--- config.mk ---
export PLATFORM = sky130hd
export DESIGN_NAME = pst_alt_trial_sequencer
export DESIGN_NICKNAME = d
export VERILOG_FILES = /design/src/rtl/pst_alt_trial_sequencer.sv
export SDC_FILE = /design/constraint.sdc
export NUM_CORES = 1
export LEC_CHECK = 0
export BUFFER_PORTS_ARGS = -buffer_cell sky130_fd_sc_hd__buf_4
export CELL_PAD_IN_SITES_DETAIL_PLACEMENT = 1
export CELL_PAD_IN_SITES_GLOBAL_PLACEMENT = 1
export CORE_MARGIN = 5
export CORE_UTILIZATION = 45
export CTS_CLUSTER_SIZE = 30
export DETAILED_ROUTE_END_ITERATION = 8
export PLACE_DENSITY_LB_ADDON = 0.1
export SYNTH_ARGS = -nofsm -noshare
export SYNTH_HDL_FRONTEND = slang
export SYNTH_SLANG_ARGS = --single-unit
--- constraint.sdc ---
create_clock -name clk -period 5.99 [get_ports clk]
set_clock_uncertainty 0.2 [all_clocks]
set_input_delay 0.599 -clock clk [delete_from_list [all_inputs] [get_ports clk]]
set_output_delay 0.599 -clock clk [all_outputs]
set_load 0.01 [all_outputs]
--- src/rtl/pst_alt_trial_sequencer.sv ---
// Sequencer for the alternating-input convergence trial on two pst_2layer instances:
// drives input_current and records per-transition convergence latency of each instance.
`timescale 1ns/1ps

// state  | meaning
// IDLE   | waiting for start after reset
// WARMUP | cur_out at CUR_HI, counting WARMUP_CYC gamma cycles
// MEAS   | observing err_a/err_b for MEAS_CYC gamma cycles after a transition
// SETTLE | waiting SETTLE_CYC gamma cycles before the next transition
// DONE   | trial finished, table readable, waiting for restart
module pst_alt_trial_sequencer #(
  parameter logic [7:0] CUR_HI     = 8'd200,
  parameter logic [7:0] CUR_LO     = 8'd5,
  parameter logic [7:0] WARMUP_CYC = 8'd30,
  parameter logic [4:0] MEAS_CYC   = 5'd16,
  parameter logic [7:0] SETTLE_CYC = 8'd15,
  parameter logic [3:0] N_TRANS    = 4'd6,
  parameter logic [7:0] ERR_TOL    = 8'd5
) (
  input  logic       clk,
  input  logic       rst,
  input  logic       start,
  input  logic       cycle_start,
  input  logic [7:0] err_a,
  input  logic [7:0] err_b,
  output logic [7:0] cur_out,
  output logic       busy,
  output logic       done,
  output logic [2:0] trans_idx,
  output logic       trans_pulse,
  input  logic [2:0] rd_idx,
  output logic [4:0] rd_lat_a,
  output logic [4:0] rd_lat_b,
  output logic [3:0] a_faster_cnt,
  output logic       late_a_wins
);

  localparam logic [2:0] S_IDLE   = 3'd0;
  localparam logic [2:0] S_WARMUP = 3'd1;
  localparam logic [2:0] S_MEAS   = 3'd2;
  localparam logic [2:0] S_SETTLE = 3'd3;
  localparam logic [2:0] S_DONE   = 3'd4;

  logic [2:0] state;
  logic [7:0] tmr;
  logic [4:0] lat_a_q;
  logic [4:0] lat_b_q;
  logic [4:0] tab_a [8];
  logic [4:0] tab_b [8];

  logic       tmr_tc;
  logic [4:0] meas_k;
  logic [4:0] lat_a_now;
  logic [4:0] lat_b_now;
  logic [4:0] fin_a;
  logic [4:0] fin_b;
  logic       a_wins;
  logic       last_trans;
  logic       late_window;
  logic [2:0] next_idx;
  logic [7:0] next_cur;

  // tmr counts remaining gamma cycles; 0 or 1 both mean "this pulse ends the state"
  assign tmr_tc = (tmr <= 8'd1);
  assign meas_k = MEAS_CYC - tmr[4:0] + 5'd1;

  // A latched latency of 0 means "not converged yet" (k starts at 1)
  assign lat_a_now = (lat_a_q != 5'd0) ? lat_a_q : ((err_a <= ERR_TOL) ? meas_k : 5'd0);
  assign lat_b_now = (lat_b_q != 5'd0) ? lat_b_q : ((err_b <= ERR_TOL) ? meas_k : 5'd0);
  assign fin_a = (lat_a_now != 5'd0) ? lat_a_now : MEAS_CYC;
  assign fin_b = (lat_b_now != 5'd0) ? lat_b_now : MEAS_CYC;
  assign a_wins = (fin_a < fin_b);

  assign last_trans  = ({1'b0, trans_idx} == (N_TRANS - 4'd1));
  assign late_window = (({1'b0, trans_idx} + 4'd2) >= N_TRANS);
  assign next_idx    = trans_idx + 3'd1;
  // Transition 0 goes to LO, then the current alternates: odd transitions land on HI
  assign next_cur    = next_idx[0] ? CUR_HI : CUR_LO;

  always_ff @(posedge clk or posedge rst) begin
    if (rst) begin
      state        <= S_IDLE;
      tmr          <= 8'd0;
      lat_a_q      <= 5'd0;
      lat_b_q      <= 5'd0;
      cur_out      <= 8'd0;
      busy         <= 1'b0;
      done         <= 1'b0;
      trans_idx    <= 3'd0;
      trans_pulse  <= 1'b0;
      a_faster_cnt <= 4'd0;
      late_a_wins  <= 1'b0;
      for (int i = 0; i < 8; i++) begin
        tab_a[i] <= 5'd0;
        tab_b[i] <= 5'd0;
      end
    end else begin
      trans_pulse <= 1'b0;
      case (state)
        S_IDLE, S_DONE: begin
          if (start) begin
            state        <= S_WARMUP;
            tmr          <= WARMUP_CYC;
            cur_out      <= CUR_HI;
            busy         <= 1'b1;
            done         <= 1'b0;
            trans_idx    <= 3'd0;
            a_faster_cnt <= 4'd0;
            late_a_wins  <= 1'b0;
            for (int i = 0; i < 8; i++) begin
              tab_a[i] <= 5'd0;
              tab_b[i] <= 5'd0;
            end
          end
        end
        S_WARMUP: begin
          if (cycle_start) begin
            if (tmr_tc) begin
              state       <= S_MEAS;
              tmr         <= {3'b000, MEAS_CYC};
              trans_idx   <= 3'd0;
              cur_out     <= CUR_LO;
              trans_pulse <= 1'b1;
              lat_a_q     <= 5'd0;
              lat_b_q     <= 5'd0;
            end else begin
              tmr <= tmr - 8'd1;
            end
          end
        end
        S_MEAS: begin
          if (cycle_start) begin
            lat_a_q <= lat_a_now;
            lat_b_q <= lat_b_now;
            if (tmr_tc) begin
              tab_a[trans_idx] <= fin_a;
              tab_b[trans_idx] <= fin_b;
              a_faster_cnt     <= a_faster_cnt + {3'b000, a_wins};
              if (late_window && a_wins) begin
                late_a_wins <= 1'b1;
              end
              if (last_trans) begin
                state <= S_DONE;
                busy  <= 1'b0;
                done  <= 1'b1;
              end else if (SETTLE_CYC == 8'd0) begin
                tmr         <= {3'b000, MEAS_CYC};
                trans_idx   <= next_idx;
                cur_out     <= next_cur;
                trans_pulse <= 1'b1;
                lat_a_q     <= 5'd0;
                lat_b_q     <= 5'd0;
              end else begin
                state <= S_SETTLE;
                tmr   <= SETTLE_CYC;
              end
            end else begin
              tmr <= tmr - 8'd1;
            end
          end
        end
        S_SETTLE: begin
          if (cycle_start) begin
            if (tmr_tc) begin
              state       <= S_MEAS;
              tmr         <= {3'b000, MEAS_CYC};
              trans_idx   <= next_idx;
              cur_out     <= next_cur;
              trans_pulse <= 1'b1;
              lat_a_q     <= 5'd0;
              lat_b_q     <= 5'd0;
            end else begin
              tmr <= tmr - 8'd1;
            end
          end
        end
        default: begin
          state <= S_IDLE;
        end
      endcase
    end
  end

  always_comb begin
    rd_lat_a = 5'd0;
    rd_lat_b = 5'd0;
    if ({1'b0, rd_idx} < N_TRANS) begin
      rd_lat_a = tab_a[rd_idx];
      rd_lat_b = tab_b[rd_idx];
    end
  end

endmodule
Yosys cells after proc, flatten, opt, wreduce, memory -nomap -nowiden

Index checks and enable logic that the tools add are counted.

Register bits after elaboration: 120
Bits in latches: 0
Bits in writable memories: 0
Memory bits (read-only): 0
Logic and storage cells: 160
Memories kept: 0

$add $sub $neg: 6
$mul: 0
Divide/modulo/power cells: 0
Order comparisons: 9
Eq/ne operators: 17
Shifts and indexed selects: 0
Muxes and demuxes: 79
Bitwise logic cells: 2
Reductions and logical operators: 20

Operators by type and width:

| operator              | count |
|---|---|
| $mux W40              | 5 |
| $pmux W40 S2          | 2 |
| $mux W8               | 12 |
| $mux W5               | 17 |
| $bwmux W40            | 2 |
| $pmux W8 S3           | 2 |
| $mux W3               | 11 |
| $bmux W5 S3           | 2 |
| $pmux W5 S2           | 2 |
| $reduce_and A5 Y1     | 4 |
| $reduce_bool A5 Y1    | 4 |
| $ne A2 B2 Y1 const B  | 9 |
| $pmux W3 S3           | 2 |
| $le A8 B3 Y1 const B  | 2 |
| $demux W5 S3          | 1 |
| $mux W1               | 14 |
| $mux W4               | 3 |
| $ge A4 B4 Y1 const B  | 2 |
| $le A8 B1 Y1 const B  | 1 |
| $not A3 Y4            | 2 |
| $pmux W4 S2           | 1 |
| $reduce_and A4 Y1     | 2 |
| $sub A8 B1 Y8 const B | 1 |
| $eq A3 B2 Y1 const B  | 2 |
| other kinds (20)      | 28 |

Depth between registers and ports, before layout

Depth after elaboration: 12
Mapped depth: 16
Mapped depth without buffers: 15

Worst setup path after synthesis

OpenSTA, ideal clock, no wires.

Kind: input -> register
Start point: input port err_a[2]
End point: register a_faster_cnt[2]
Library setup time: 0.119 ns
Arrival time: 2.895 ns
Data required time: 5.671 ns
Path slack: 2.776 ns
Cell stages on the path: 13
Cell sequence: a211oi_1 -> a41oi_1 -> a41oi_1 -> inv_1 -> ha_1 -> nand4_1 -> nor2_1 -> nor2_1 -> ha_1 -> ha_1 -> nand3_1 -> xor2_1 -> nor2_1

Word-level cells in the longest chain between the ends: 10

Ends and longest elaborated chain:

| element                | line | text |
|---|---|---|
| from (decl)            | 24   | `input logic [7:0] err_a,` |
| $le A8 B3 Y1 *         | 68   | `assign lat_a_now = (lat_a_q != 5'd0) ? lat_a_q : ((err_a <= ERR_TOL) ? meas_k : 5'd0);` |
| $mux W5 * (2 in a row) | 68   |  |
| $reduce_bool A5 Y1     | 70   | `assign fin_a = (lat_a_now != 5'd0) ? lat_a_now : MEAS_CYC;` |
| $mux W5 *              | 70   |  |
| $lt A5 B5 Y1 *         | 72   | `assign a_wins = (fin_a < fin_b);` |
| $add A4 B1 Y4 *        | 138  | `a_faster_cnt <= a_faster_cnt + {3'b000, a_wins};` |
| $mux W4 *              | 135  | `if (tmr_tc) begin` |
| $mux W4 *              | 132  | `if (cycle_start) begin` |
| $pmux W4 S2 *          | 99   | `case (state)` |
| to (signal assigned)   | 138  |  |
| to (decl)              | 34   | `output logic [3:0] a_faster_cnt,` |

Mark *: on every way between the ends. The rest lies on a longest branch, timed or not. The select of a mux whose other input is x is not followed.
A chain may end at the register's enable or synchronous reset.

Final worst setup path

Start point: register lat_b_q[3]
End point: register a_faster_cnt[3]

Word-level cells in the longest chain between the ends: 9

Ends and longest elaborated chain:

| element                | line | text |
|---|---|---|
| from (decl)            | 47   | `logic [4:0] lat_b_q;` |
| from (signal assigned) | 134  | `lat_b_q <= lat_b_now;` |
| $reduce_bool A5 Y1     | 69   | `assign lat_b_now = (lat_b_q != 5'd0) ? lat_b_q : ((err_b <= ERR_TOL) ? meas_k : 5'd0);` |
| $mux W5 *              | 69   |  |
| $reduce_bool A5 Y1     | 71   | `assign fin_b = (lat_b_now != 5'd0) ? lat_b_now : MEAS_CYC;` |
| $mux W5 *              | 71   |  |
| $lt A5 B5 Y1 *         | 72   |  |
| $add A4 B1 Y4 *        | 138  |  |
| $mux W4 *              | 135  |  |
| $mux W4 *              | 132  |  |
| $pmux W4 S2 *          | 99   |  |

Marked as above.

==> summary.md <==
The number of endpoints with negative hold slack in the final report is 0, and the number of vias in the routed layout is 3,839. The initial utilization of the core area, before any placement, comes to 45.40%. Setup repair after global routing left no endpoint under its margin. After routing, the total negative slack on setup checks comes to 0 ns. The logs give 0 for the total setup violations reported at the end of the flow and 467 for the number of instances in the synthesized netlist.

The average footprint of a synthesized cell is 10.45 sq um. The buffer cell driving the clock tree root is clkbuf_8. The tree built by TritonCTS fans out to 94 sinks.

The floorplan step set the die height to 114.1 microns. The largest fanout on the critical path works out to 9. The cell at the slowest stage of the critical path is nor4_1.

The first global-routing pass estimated 22,250 microns of wire. The worst setup path is captured at a flop. The total power divided by cell area is 243.4 mW/mm^2, and the number of nets in the finished design is 539. The post-route antenna net violation count is 0, and the clock-pin slew on the worst setup and hold paths is 0.10 ns.

The via count of the first global-routing pass came out at 4,181. After clock tree synthesis, the repair step resized 0 gates. The critical path goes through nor4_1 -> a41oi_1 -> nand4_1 -> and2_1 -> ha_1 -> a21oi_1 -> nand2_1 -> nor2_1 -> ha_1 -> nand3_1 -> nor3_1 -> xnor2_1 -> nor2_1. Measured along the x axis, the die boundary spans 114.1 microns. The largest total area in the synthesized netlist belongs to dfrtp_1. Yosys printed 0 warnings. The depth of the worst register-to-register path works out to 13. For the worst setup path, the data required time is 6.03 ns. The worst path needs 4.121 ns of the cycle, external delays included. Input and output buffers added on the ports amount to 46.

On the critical path the largest part of the delay comes from simple AND/OR/NAND/NOR gates. In this run, placement finished with an instance count of 628. The total track usage was 21.83%; the area enclosed by the die boundary was 0.01302 sq mm.

The proportion of netlist area held by the largest area contributor was 48.22%; the area growth from synthesis to layout was 11.05%. In the routed layout, each cell is associated on average with a via count of 5.970. The tool flagged a number of max-cap violations equal to 0. The tools report the clock insertion delay at the later pin of the skew report as 0.37 ns. The share of the core filled with cells in the final layout is 50.42%. The startpoint-to-endpoint class of the critical path is flop to flop. The arrival time at the worst endpoint was 4.16 ns; the maximum clock frequency was 242.6 MHz. The logs give 0.09912 ns for the final hold slack and 0 for the max-slew violation total from the final report. The dominant register cell in the synthesized netlist was dfrtp_1. The share of final-layout standard cells stronger than drive strength 1 works out to 18.69%. The worst register-to-register path begins at lat_b_q[3]. Leaving out fill and tap cells, the most frequent cell in the layout is dfrtp_1.

After synthesis, the cell types taking the most area are dfrtp_1, o2bb2ai_1, o21ai_0. Static leakage: 2.373 nW. The detailed-route wire length is 13,280 microns, and the count of routing violations after the opening detailed-route iteration is 209. The post-detailed-route DRC marker count is 0.

The period utilization is 68.81%, and the pin slew with the least headroom to its limit is 1.140 ns. Global routing finished with a remaining overflow of 0. In the layout the commonest cells are dfrtp_1, buf_4, nand2_1. IR analysis of the VDD net gives a maximum drop of 0.1094 mV. In this run, synthesis inferred 0 flip-flops with an integrated enable.

In this run, CTS created clock tree buffers numbering 9. TritonCTS built the clock tree. The post-synthesis register bit count works out to 94. Buffers added to address setup during post-CTS repair amount to 0. The setup slack of the most critical reg-to-reg path came out at 1.87 ns. The worst relative slew slack came out at 22.97%. The critical path buffer and inverter count was 0. In this run the critical register-to-register path is captured at a_faster_cnt[3]. The clock passes through at most 2 buffers. The HPWL after detailed placement is 9304 microns.

The logs give 643 for the post-route non-filler standard cell count and 0 for the number of buffers inserted by hold repair at cts. The final antenna diode count is 0, and the number of rows created at floorplan is 38. The average wire per cell in the routed design is 20.66 microns, and the CTS H-tree depth is 3. The first-pass iteration count of the detailed router was 4. The number of antenna violations at the first check in global routing came out at 0. The flow ran to the end, and the final reports show no timing, DRC or antenna violations. On the worst path, the slowest cell contributes a delay of 0.70 ns. The logs give 58 for the largest net degree at the start of global routing and 52 for the total I/O pin count. The congestion estimate from routability-driven global placement came to 0.8410. In this run the standard cell core region covers 0.01075 sq mm. The run gives 62 as the number of distinct library cells after synthesis. Of all flip-flops after synthesis, the portion carrying an async set or reset was 100.0%. The startpoint class of the critical path was a flop. Sequential cells were found to cover 48.22% of the synthesized design area. The mapped netlist covers 0.004878 sq mm. Worst hold-check path type: primary input to asynchronous set/reset pin.
sequential cells by signal (all words and copies together), names as in the netlist, 2 cells and up:
register / flops
tab_a: 30
tab_b: 30
tmr: 8
lat_a_q: 5
lat_b_q: 5
a_faster_cnt: 4
state: 3
trans_idx: 3
cur_out: 2
power breakdown:
group	internal, mW	leakage, nW	switching, mW
clock network	0.152	0.0898	0.242
registers	0.655	1.28	0.0366
logic	0.0923	1.00	0.141
synthesized netlist by cell type, types with 4 or more instances:
master and count:
a21oi_1 14, a31oi_1 4, a41oi_1 9, buf_2 12, buf_4 11, clkbuf_1 5
dfrtp_1 94, ha_1 17, inv_1 25, mux2i_1 10, mux4_2 10, nand2_1 53
nand3_1 10, nand4_1 7, nor2_1 18, nor2b_1 4, nor3_1 6, nor4_1 7
o21ai_0 46, o22ai_1 11, o2bb2ai_1 30
kinds of logic after synthesis:
kind of cell             share of synthesized area [%]
AO/OA/AOI/OAI                                    20.47
AND/OR/NAND/NOR                                  12.95
flip-flops                                       48.22
buffers and inverters                            6.540
multiplexers                                     6.669
adder cells (fa/ha/maj)                          4.360
XOR/XNOR                                        0.7183
other                                          0.07687
metrics by stage:
step	total power, mW	setup slack, ns	instance area (sq um)
floorplan	0.8674	2.742	4886
global placement	0.9284	1.702	5249
detailed placement	0.9376	1.568	5249
CTS	1.331	1.809	5418
global route	1.391	1.496	5418
finish	1.319	1.869	5418
how the worst max path moves through the flow:
stage,startpoint,end,slack [ns],depth (start not counted)
2_1_floorplan,rst,a_faster_cnt[0],2.74,1
3_3_place_gp,err_b[4],a_faster_cnt[3],1.70,14
3_5_place_dp,err_b[4],a_faster_cnt[3],1.57,14
4_1_cts,lat_b_q[3],a_faster_cnt[3],1.81,13
5_1_grt,lat_b_q[3],a_faster_cnt[3],1.50,13
6_report,lat_b_q[3],a_faster_cnt[3],1.87,13
layer usage:
layer / part of all wire (%) / vias up / GRT usage (%)
met2: 51 / 56 / 38.10
met4: 1.2 / 0 / 6.176
met3: 2.3 / 14 / 2.643
li1: - / 1781 / -
met5: 0 / - / 0
met1: 45 / 1988 / 28.68
area by class of cell:
type                            count  area [sq um]
Sequential cell                    94          2352
Clock inverter                      6         45.04
Timing Repair Buffer               54         405.4
Multi-Input combinational cell    315          2221
Tap cell                          140         175.2
Inverter                           25         95.09
Clock buffer                        9         123.9
Fill cell                        1241          5328
Power figures use the tool's default switching activity.
